==> src/rtl/gauss3x3_stream_if.sv <==
// Pixel stream bundle: column input from a line-buffer reader, filtered pixel output to a sink.
// No storage; pure wiring between producer, filter and consumer.
// Both directions use valid/ack; a transfer happens when valid and ack are high together.
interface gauss3x3_stream_if #(
    parameter int PIX_W = 8
);
    logic [1:0]       i_mode;
    logic             i_line_start;
    logic [PIX_W-1:0] i_pixel_1;
    logic [PIX_W-1:0] i_pixel_2;
    logic [PIX_W-1:0] i_pixel_3;
    logic             i_pixel_valid;
    logic             o_pixel_ack;
    logic             o_pixel_valid;
    logic             i_pixel_ack;
    logic [PIX_W-1:0] o_pixel;

    // Filter side: consumes columns, produces pixels.
    modport slave (
        input  i_mode, i_line_start, i_pixel_1, i_pixel_2, i_pixel_3, i_pixel_valid, i_pixel_ack,
        output o_pixel_ack, o_pixel_valid, o_pixel
    );

    // Environment side: produces columns, consumes pixels.
    modport master (
        output i_mode, i_line_start, i_pixel_1, i_pixel_2, i_pixel_3, i_pixel_valid, i_pixel_ack,
        input  o_pixel_ack, o_pixel_valid, o_pixel
    );
endinterface

==> src/rtl/gauss3x3_stream.sv <==
// Streaming 3x3 filter (Gaussian / bypass / optional sharpen via GAUSS3X3_SHARPEN_EN) over a sliding 3-column window.
// Latency: column accepted at edge k gives o_pixel_valid after edge k+2 (window, kernel, output register).
// Backpressure: one global enable stalls every stage while the output is held unacknowledged; upstream ack follows it.
module gauss3x3_stream #(
    parameter int PIX_W = 8
) (
    input logic                i_clk,
    input logic                i_rst,
    gauss3x3_stream_if.slave   px
);
    localparam int SW = PIX_W + 4;

    typedef struct packed {
        logic [PIX_W-1:0] top;
        logic [PIX_W-1:0] mid;
        logic [PIX_W-1:0] bot;
    } col_t;

    // S0: window; only the newest column's mode tag is ever consulted, so older tags are not kept
    col_t             w0_q, w1_q, w2_q;
    col_t             w0_d, w1_d, w2_d;
    logic [1:0]       tag_q, tag_d;
    logic [1:0]       cnt_q, cnt_d;
    logic             s0_vld_q, s0_vld_d;

    // S1: kernel result and valid
    logic [PIX_W-1:0] s1_pix_q;
    logic             s1_vld_q;
    logic [PIX_W-1:0] kern_pix;

    // S2: output register
    logic [PIX_W-1:0] out_pix_q;
    logic             out_vld_q;

    logic             en;
    logic             accept;

    assign en     = !(out_vld_q && !px.i_pixel_ack);
    assign accept = px.i_pixel_valid && en;

    assign px.o_pixel_ack   = en;
    assign px.o_pixel_valid = out_vld_q;
    assign px.o_pixel       = out_pix_q;

    function automatic logic [SW-1:0] ext(input logic [PIX_W-1:0] p);
        return {4'b0000, p};
    endfunction

    // Window shift, line-start clearing and fill counter; a bubble only clears the S0 valid
    always_comb begin
        w0_d     = w0_q;
        w1_d     = w1_q;
        w2_d     = w2_q;
        tag_d    = tag_q;
        cnt_d    = cnt_q;
        s0_vld_d = s0_vld_q;
        if (en) begin
            s0_vld_d = 1'b0;
        end
        if (accept) begin
            w0_d  = '{top: px.i_pixel_1, mid: px.i_pixel_2, bot: px.i_pixel_3};
            tag_d = px.i_mode;
            if (px.i_line_start) begin
                w1_d     = '0;
                w2_d     = '0;
                cnt_d    = 2'd1;
                s0_vld_d = 1'b0;
            end else begin
                w1_d     = w0_q;
                w2_d     = w1_q;
                s0_vld_d = (cnt_q == 2'd2);
                cnt_d    = (cnt_q == 2'd2) ? 2'd2 : cnt_q + 2'd1;
            end
        end
    end

    logic [SW-1:0] gsum;
    assign gsum = ext(w2_q.top)        + (ext(w1_q.top) << 1) + ext(w0_q.top)
                + (ext(w2_q.mid) << 1) + (ext(w1_q.mid) << 2) + (ext(w0_q.mid) << 1)
                + ext(w2_q.bot)        + (ext(w1_q.bot) << 1) + ext(w0_q.bot);

`ifdef GAUSS3X3_SHARPEN_EN
    function automatic logic signed [SW-1:0] sx(input logic [PIX_W-1:0] p);
        return signed'(ext(p));
    endfunction

    logic signed [SW-1:0] ssum;
    logic [PIX_W-1:0]     sharp_pix;
    assign ssum = (sx(w1_q.mid) <<< 2) + sx(w1_q.mid)
                - sx(w1_q.top) - sx(w1_q.bot) - sx(w0_q.mid) - sx(w2_q.mid);

    // Clamp the signed sum: negative goes to 0, anything above the pixel range saturates
    always_comb begin
        sharp_pix = ssum[PIX_W-1:0];
        if (ssum[SW-1]) begin
            sharp_pix = '0;
        end else if (|ssum[SW-2:PIX_W]) begin
            sharp_pix = '1;
        end
    end
`endif

    // Kernel select by the newest column's tag; unassigned modes fall back to Gaussian
    always_comb begin
        kern_pix = gsum[SW-1:4];
        case (tag_q)
            2'b01:   kern_pix = w1_q.mid;
`ifdef GAUSS3X3_SHARPEN_EN
            2'b10:   kern_pix = sharp_pix;
`endif
            default: kern_pix = gsum[SW-1:4];
        endcase
    end

    // State registers; every stage advances together under the global enable
    always_ff @(posedge i_clk) begin
        if (i_rst) begin
            w0_q      <= '0;
            w1_q      <= '0;
            w2_q      <= '0;
            tag_q     <= '0;
            cnt_q     <= '0;
            s0_vld_q  <= 1'b0;
            s1_pix_q  <= '0;
            s1_vld_q  <= 1'b0;
            out_pix_q <= '0;
            out_vld_q <= 1'b0;
        end else begin
            w0_q     <= w0_d;
            w1_q     <= w1_d;
            w2_q     <= w2_d;
            tag_q    <= tag_d;
            cnt_q    <= cnt_d;
            s0_vld_q <= s0_vld_d;
            if (en) begin
                s1_pix_q  <= kern_pix;
                s1_vld_q  <= s0_vld_q;
                out_pix_q <= s1_pix_q;
                out_vld_q <= s1_vld_q;
            end
        end
    end
endmodule

==> src/flat_wrapper.sv <==
// flat-port wrapper written by rule: the top's interface ports become plain ports
module gauss3x3_stream_flat 
#(
    parameter int PIX_W = 8
)
  (i_clk, i_rst, px_i_mode, px_i_line_start, px_i_pixel_1, px_i_pixel_2, px_i_pixel_3, px_i_pixel_valid, px_i_pixel_ack, px_o_pixel_ack, px_o_pixel_valid, px_o_pixel);
  gauss3x3_stream_if #(.PIX_W(PIX_W)) px_i ();
  input logic i_clk;
  input logic i_rst;
  input wire logic [$bits(px_i.i_mode)-1:0] px_i_mode;
  input wire logic [$bits(px_i.i_line_start)-1:0] px_i_line_start;
  input wire logic [$bits(px_i.i_pixel_1)-1:0] px_i_pixel_1;
  input wire logic [$bits(px_i.i_pixel_2)-1:0] px_i_pixel_2;
  input wire logic [$bits(px_i.i_pixel_3)-1:0] px_i_pixel_3;
  input wire logic [$bits(px_i.i_pixel_valid)-1:0] px_i_pixel_valid;
  input wire logic [$bits(px_i.i_pixel_ack)-1:0] px_i_pixel_ack;
  output wire logic [$bits(px_i.o_pixel_ack)-1:0] px_o_pixel_ack;
  output wire logic [$bits(px_i.o_pixel_valid)-1:0] px_o_pixel_valid;
  output wire logic [$bits(px_i.o_pixel)-1:0] px_o_pixel;
  assign px_i.i_mode = px_i_mode;
  assign px_i.i_line_start = px_i_line_start;
  assign px_i.i_pixel_1 = px_i_pixel_1;
  assign px_i.i_pixel_2 = px_i_pixel_2;
  assign px_i.i_pixel_3 = px_i_pixel_3;
  assign px_i.i_pixel_valid = px_i_pixel_valid;
  assign px_i.i_pixel_ack = px_i_pixel_ack;
  assign px_o_pixel_ack = px_i.o_pixel_ack;
  assign px_o_pixel_valid = px_i.o_pixel_valid;
  assign px_o_pixel = px_i.o_pixel;
  gauss3x3_stream #(.PIX_W(PIX_W)) u_core (.i_clk(i_clk), .i_rst(i_rst), .px(px_i));
endmodule
==> config.mk <==
export PLATFORM = sky130hd
export DESIGN_NAME = gauss3x3_stream_flat
export DESIGN_NICKNAME = d
export VERILOG_FILES = /design/src/rtl/gauss3x3_stream_if.sv /design/src/rtl/gauss3x3_stream.sv /design/src/flat_wrapper.sv
export SDC_FILE = /design/constraint.sdc
export NUM_CORES = 1
export LEC_CHECK = 0
export CORE_ASPECT_RATIO = 1.25
export CORE_MARGIN = 4
export CORE_UTILIZATION = 41
export CTS_CLUSTER_DIAMETER = 30
export DETAILED_ROUTE_END_ITERATION = 8
export GPL_TIMING_DRIVEN = 0
export PLACE_DENSITY = 0.55
export SLEW_MARGIN = 20
export SYNTH_ARGS = -nofsm -noshare
export SYNTH_HDL_FRONTEND = slang
export SYNTH_SLANG_ARGS = --single-unit
==> constraint.sdc <==
create_clock -name i_clk -period 6.7 [get_ports i_clk]
set_clock_uncertainty 0.15 [all_clocks]
set_input_delay 1.34 -clock i_clk [delete_from_list [all_inputs] [get_ports i_clk]]
set_output_delay 1.34 -clock i_clk [all_outputs]
set_load 0.02 [all_outputs]
**Word-level counts from Yosys, hierarchy flattened**

Index checks and enable logic that the tools add are counted.

- $add $sub $neg: 9
- Equality and inequality tests: 3
- Mux-type cells: 8
- Reduce and logical (&&, ||, !) cells: 4

Operators by type and width:

| kind | number |
|---|---|
| $mux W24 | 2 |
| $add A12 B8 Y12 | 3 |
| $add A12 B9 Y12 | 3 |
| $add A12 B10 Y12 | 1 |
| $add A8 B9 Y10 | 1 |
| $mux W8 | 1 |
| $mux W2 | 2 |
| $mux W1 | 3 |
| $add A2 B1 Y2 const B | 1 |
| $eq A2 B1 Y1 const B | 1 |
| $eq A2 B2 Y1 const B | 1 |
| $logic_and A1 B1 Y1 | 2 |
| $logic_not A1 Y1 | 2 |
| $ne A2 B1 Y1 const B | 1 |

- Flip-flop bits (word level): 95
- Input bits: 31
- Output and inout port bits: 10

**Logic depth before layout (Yosys ltp)**

- Depth after elaboration: 9
- Mapped depth: 20

**Worst setup path before layout**

Ideal clock, no wire load.

- Path kind: register -> register
- Start point: reg u_core.w1_q[16] in the netlist's numbering
- End point: reg u_core.s1_pix_q[6]
- Library setup time: 0.117 ns
- Arrival: 4.849 ns
- Data required time: 6.433 ns
- Slack: 1.584 ns
- Stages on the path, launching flop included: 20
- Path buffers: 0
- Period minus slack after synthesis: 5.116 ns
- Path through: dfxtp_1 ha_1 inv_1 fa_1 nor2b_1 o21ai_1 a21boi_0 o31a_1 a21oi_1 fa_1 inv_1 fa_1 fa_1 fa_1 inv_1 ha_1 a21oi_1 o21ai_0 o311a_1 a22o_1

- Word-level cells in the longest chain between the ends: 9

Ends and longest elaborated chain:

| item | line | source |
|---|---|---|
| from (decl) | gauss3x3_stream.sv:20 | `col_t w0_q, w1_q, w2_q;` |
| from (signal assigned) | gauss3x3_stream.sv:130 | `w1_q <= w1_d;` |
| $add A8 B9 Y10 | gauss3x3_stream.sv:78 | `assign gsum = ext(w2_q.top) + (ext(w1_q.top) << 1) + ext(w0_q.top)` |
| $add A12 B8 Y12 | gauss3x3_stream.sv:78 |  |
| $add A12 B9 Y12 | gauss3x3_stream.sv:79 | `+ (ext(w2_q.mid) << 1) + (ext(w1_q.mid) << 2) + (ext(w0_q.mid) << 1)` |
| $add A12 B10 Y12 | gauss3x3_stream.sv:79 |  |
| $add A12 B9 Y12 | gauss3x3_stream.sv:79 |  |
| $add A12 B8 Y12 | gauss3x3_stream.sv:80 | `+ ext(w2_q.bot) + (ext(w1_q.bot) << 1) + ext(w0_q.bot);` |
| $add A12 B9 Y12 | gauss3x3_stream.sv:80 |  |
| $add A12 B8 Y12 | gauss3x3_stream.sv:80 |  |
| $mux W8 | gauss3x3_stream.sv:106 | `case (tag_q)` |
| to (signal assigned) | gauss3x3_stream.sv:136 | `s1_pix_q <= kern_pix;` |
| to (decl) | gauss3x3_stream.sv:27 | `logic [PIX_W-1:0] s1_pix_q;` |

No other way between the ends.
A chain may end at the register's enable or synchronous reset.

**Worst setup path in the final report**

Same ends and word-level chain as after synthesis.

==> impl_metrics.env <==
export IMPL_start_kind="flip-flop"
export IMPL_worst_skew_pair_late_latency_ns=0.35
export IMPL_clk_pin_slew_worst_paths_ns=0.07
export IMPL_routed_wirelength_um=14830
export IMPL_postSynthNetCount=727
export IMPL_final_hold_viol_count=0
export IMPL_die_height_um=136.0
export IMPL_fin_max_slew_vios=0
export IMPL_syn_area_um2=5371
export IMPL_placeableCoreArea_um2=12780
export IMPL_worstSetupEndpoint="u_core.s1_pix_q[6]"
export IMPL_n_antenna_cell=0
export IMPL_tritoncts_num_buffers=9
export IMPL_finalCoreUtilization=0.4942
export IMPL_run_status="finished, final reports clean"
export IMPL_vias_per_cell=5.102
export IMPL_level_count_of_the_clock_h_tree=3
export IMPL_io_pin_count=41
export IMPL_route_antenna_remaining_nets=0
export IMPL_post_cts_resized_instances=0
export IMPL_critical_path_endpoint_type="flip-flop"
export IMPL_drt_iter0_drc=243
export IMPL_dr_total_vias=4342
export IMPL_grt_remaining_overflow=0
export IMPL_timing_final_crit_period_ns=5.677
export IMPL_tritoncts="done"
export IMPL_setup_reg_to_reg_worst_slack_ns=1.02
export IMPL_floorplan_initialDensity=0.4204
export IMPL_num_fill_cells=1282
export IMPL_sequential_cell_area_fraction_in_the_yosys_report=0.3541
export IMPL_worstHoldPathType="flip-flop to flip-flop"
export IMPL_clk_tree_root_cell="sky130_fd_sc_hd__clkbuf_16"
export IMPL_setup_violations=0
export IMPL_grt_start_max_net_pins=16
export IMPL_static_leakage_power_nw=2.386
export IMPL_pwr_density_cell_nw_per_um2=221.4
export IMPL_clock_path_buffers=2
export IMPL_die_width_um=110.4
export IMPL_worst_path_buf_inv=3
export IMPL_critical_path_slowest_cell="sky130_fd_sc_hd__fa_1"
export IMPL_final_layout_size_suffix_gt1_frac=0.05271
export IMPL_worstPathCellList="ha_1 > inv_1 > fa_1 > nor2b_1 > o21ai_1 > a21boi_0 > o31a_1 > a21oi_1 > fa_1 > inv_1 > fa_1 > fa_1 > fa_1 > inv_1 > ha_1 > a21oi_1 > o21ai_0 > o311a_1 > a22o_1"
export IMPL_syn_mean_instance_area_um2=8.567
export IMPL_max_cap_viol_count=0
export IMPL_maximum_vdd_ir_drop_mv=0.1055
export IMPL_number_of_global_route_vias_before_repair=4437
export IMPL_timing_critical_path_from="u_core.w1_q[16]"
export IMPL_synthArstFlopShare=0
export IMPL_timing_setup_critical_path_class="flip-flop to flip-flop"
export IMPL_die_area_um2=15010
export IMPL_grt_setup_unrepaired="no"
export IMPL_fmaxAchievable_ghz=0.1762
export IMPL_r2r_worst_path_cells=19
export IMPL_routed_wire_length_per_instance_um=17.42
export IMPL_post_synth_num_cell_types=40
export IMPL_area_growth_pct=17.56
export IMPL_number_of_warnings_printed_during_yosys_synthesis=0
export IMPL_post_cts_repair_setup_buffers=0
export IMPL_hold_buffers=0
export IMPL_num_rows=46
export IMPL_routabilityCongestion=0.8710
export IMPL_critPathMaxFanout=4
export IMPL_final_cell_count_no_fill=851
export IMPL_slew_headroom=0.4012
export IMPL_grt_total_usage=0.2141
export IMPL_fin_crit_sh=0.8473
export IMPL_path_delay_family="adder cells"
export IMPL_detail_route_drc_violations=0
export IMPL_final_cell_mix="sky130_fd_sc_hd__nand2_1 (117), sky130_fd_sc_hd__a21oi_1 (98), sky130_fd_sc_hd__dfxtp_1 (95), sky130_fd_sc_hd__inv_1 (73), sky130_fd_sc_hd__fa_1 (48)"
export IMPL_r2r_start="u_core.w1_q[16]"
export IMPL_final_net_count=778
export IMPL_place_detailed_instances=835
export IMPL_timing_rr_end="u_core.s1_pix_q[6]"
export IMPL_worst_ep_arrival_time_ns=5.77
export IMPL_cts_sinks=95
export IMPL_synth_edff_count=0
export IMPL_synth_top_flop_cell="sky130_fd_sc_hd__dfxtp_1"
export IMPL_ys_ff_latch=95
export IMPL_slew_of_the_pin_with_the_lowest_slew_margin_ns=0.8982
export IMPL_mostFrequentLayoutCell="sky130_fd_sc_hd__nand2_1"
export IMPL_port_buffers=40
export IMPL_initial_antenna_violation_count=0
export IMPL_timing_critical_path_depth=19
export IMPL_first_pass_iters=4
export IMPL_final_setup_tns_ns=0
export IMPL_timing_critical_path_slowest_cell_delay_ns=0.55
export IMPL_syn_instance_count=627
export IMPL_crit_path_frequent_cell="sky130_fd_sc_hd__fa_1"
export IMPL_dpl_hpwl_um=11260
export IMPL_required_ns=6.80
export IMPL_grt_pass1_wl_um=23800
[stage by stage]
stage               worst slack [ns]  instance area [um2]  hold WS [ns]  total power [mW]
floorplan                      1.584                 5371        0.2819            0.7510
global placement               1.098                 5982        0.2900            0.8261
detailed placement             1.038                 5982        0.2951            0.8293
CTS                            1.021                 6315        0.3051             1.405
global route                  0.6563                 6315        0.3239             1.458
finish                         1.023                 6315        0.3021             1.398
[flip-flops by register name, indices dropped and copies added (netlist names)]
register,cells
u_core.cnt_q,2
u_core.px.o_pixel,8
u_core.px.o_pixel_valid,1
u_core.s0_vld_q,1
u_core.s1_pix_q,8
u_core.s1_vld_q,1
u_core.tag_q,2
u_core.w0_q,24
u_core.w1_q,24
u_core.w2_q,24
[how the worst min path moves through the flow]
stage	end	slack [ns]	start	cells past startpoint
after floorplan	u_core.w1_q[0]	0.28	u_core.w1_q[0]	2
after global placement	u_core.px.o_pixel[1]	0.29	u_core.px.o_pixel[1]	2
after detailed placement	u_core.px.o_pixel[6]	0.30	u_core.px.o_pixel[6]	2
after CTS	u_core.px.o_pixel[2]	0.31	u_core.px.o_pixel[2]	2
after global routing	u_core.px.o_pixel[1]	0.32	u_core.px.o_pixel[1]	2
final	u_core.px.o_pixel[1]	0.30	u_core.px.o_pixel[1]	2
[layer usage]
| layer | up-vias | track usage | wire length [um] |
|---|---|---|---|
| met5 | - | 0 | 0 |
| met4 | 0 | 0.07734 | 389 |
| met3 | 23 | 0.04276 | 633 |
| met2 | 92 | 0.3607 | 7542 |
| met1 | 2096 | 0.2700 | 6263 |
| li1 | 2131 | - | - |
[power by group]
group / switching [mW] / total [mW] / internal, mW
clock: 0.234 / 0.583 / 0.349
sequential: 0.0170 / 0.605 / 0.588
combinational: 0.121 / 0.210 / 0.0894
total: 0.371 / 1.40 / 1.03
[synthesized netlist by cell type, types with 2 or more instances]
master,instances,area [um2]
sky130_fd_sc_hd__and2_1,2,12.51
sky130_fd_sc_hd__nand2_1,117,439.2
sky130_fd_sc_hd__inv_1,73,274.0
sky130_fd_sc_hd__ha_1,21,262.8
sky130_fd_sc_hd__fa_1,48,960.9
sky130_fd_sc_hd__o21ai_0,10,50.05
sky130_fd_sc_hd__a21oi_1,98,490.5
sky130_fd_sc_hd__a211oi_1,3,22.52
sky130_fd_sc_hd__clkbuf_1,19,71.32
sky130_fd_sc_hd__buf_2,13,65.06
sky130_fd_sc_hd__nand2b_1,2,12.51
sky130_fd_sc_hd__nor2b_1,4,25.02
sky130_fd_sc_hd__o21ai_1,2,10.01
sky130_fd_sc_hd__xor2_1,2,17.52
sky130_fd_sc_hd__buf_4,5,37.54
sky130_fd_sc_hd__a311oi_1,3,26.28
sky130_fd_sc_hd__nand3b_1,34,255.2
sky130_fd_sc_hd__xnor2_1,7,61.31
sky130_fd_sc_hd__nor3_1,19,95.09
sky130_fd_sc_hd__o21a_1,3,22.52
sky130_fd_sc_hd__o22ai_1,3,18.77
sky130_fd_sc_hd__nor2_1,27,101.4
sky130_fd_sc_hd__dfxtp_1,95,1902
[kinds of logic after synthesis]
logic type,Yosys count,share of synthesized area
AOI/OAI and AO/OA,133,0.1374
xor gates and xnor gates,9,0.01468
adders and majority gates,69,0.2278
buffers and inverters,112,0.08479
DFF,95,0.3541
and+or+nand+nor,209,0.1812
[layout make-up]
cell class              instances  area (um2)  area share
clock inverters                 4       76.32     0.01209
inverters                      74       277.8     0.04399
flip-flops and latches         95        1902      0.3012
clock buffers                  12       256.5     0.04062
repair buffers                 40       400.4     0.06340
plain buffers                  38       177.7     0.02814
multi-input cells             420        3014      0.4773
well taps                     168       210.2     0.03329
[worst reg2reg max path: stages (launching register included)]
cell	delay, ns
sky130_fd_sc_hd__dfxtp_1	0.35
sky130_fd_sc_hd__ha_1	0.18
sky130_fd_sc_hd__inv_1	0.06
sky130_fd_sc_hd__fa_1	0.41
sky130_fd_sc_hd__nor2b_1	0.14
sky130_fd_sc_hd__o21ai_1	0.09
sky130_fd_sc_hd__a21boi_0	0.39
sky130_fd_sc_hd__o31a_1	0.23
sky130_fd_sc_hd__a21oi_1	0.09
sky130_fd_sc_hd__fa_1	0.50
sky130_fd_sc_hd__inv_1	0.06
sky130_fd_sc_hd__fa_1	0.51
sky130_fd_sc_hd__fa_1	0.55
sky130_fd_sc_hd__fa_1	0.55
sky130_fd_sc_hd__inv_1	0.04
sky130_fd_sc_hd__ha_1	0.32
sky130_fd_sc_hd__a21oi_1	0.26
sky130_fd_sc_hd__o21ai_0	0.17
sky130_fd_sc_hd__o311a_1	0.34
sky130_fd_sc_hd__a22o_1	0.19
Power figures use the tool's default switching activity.
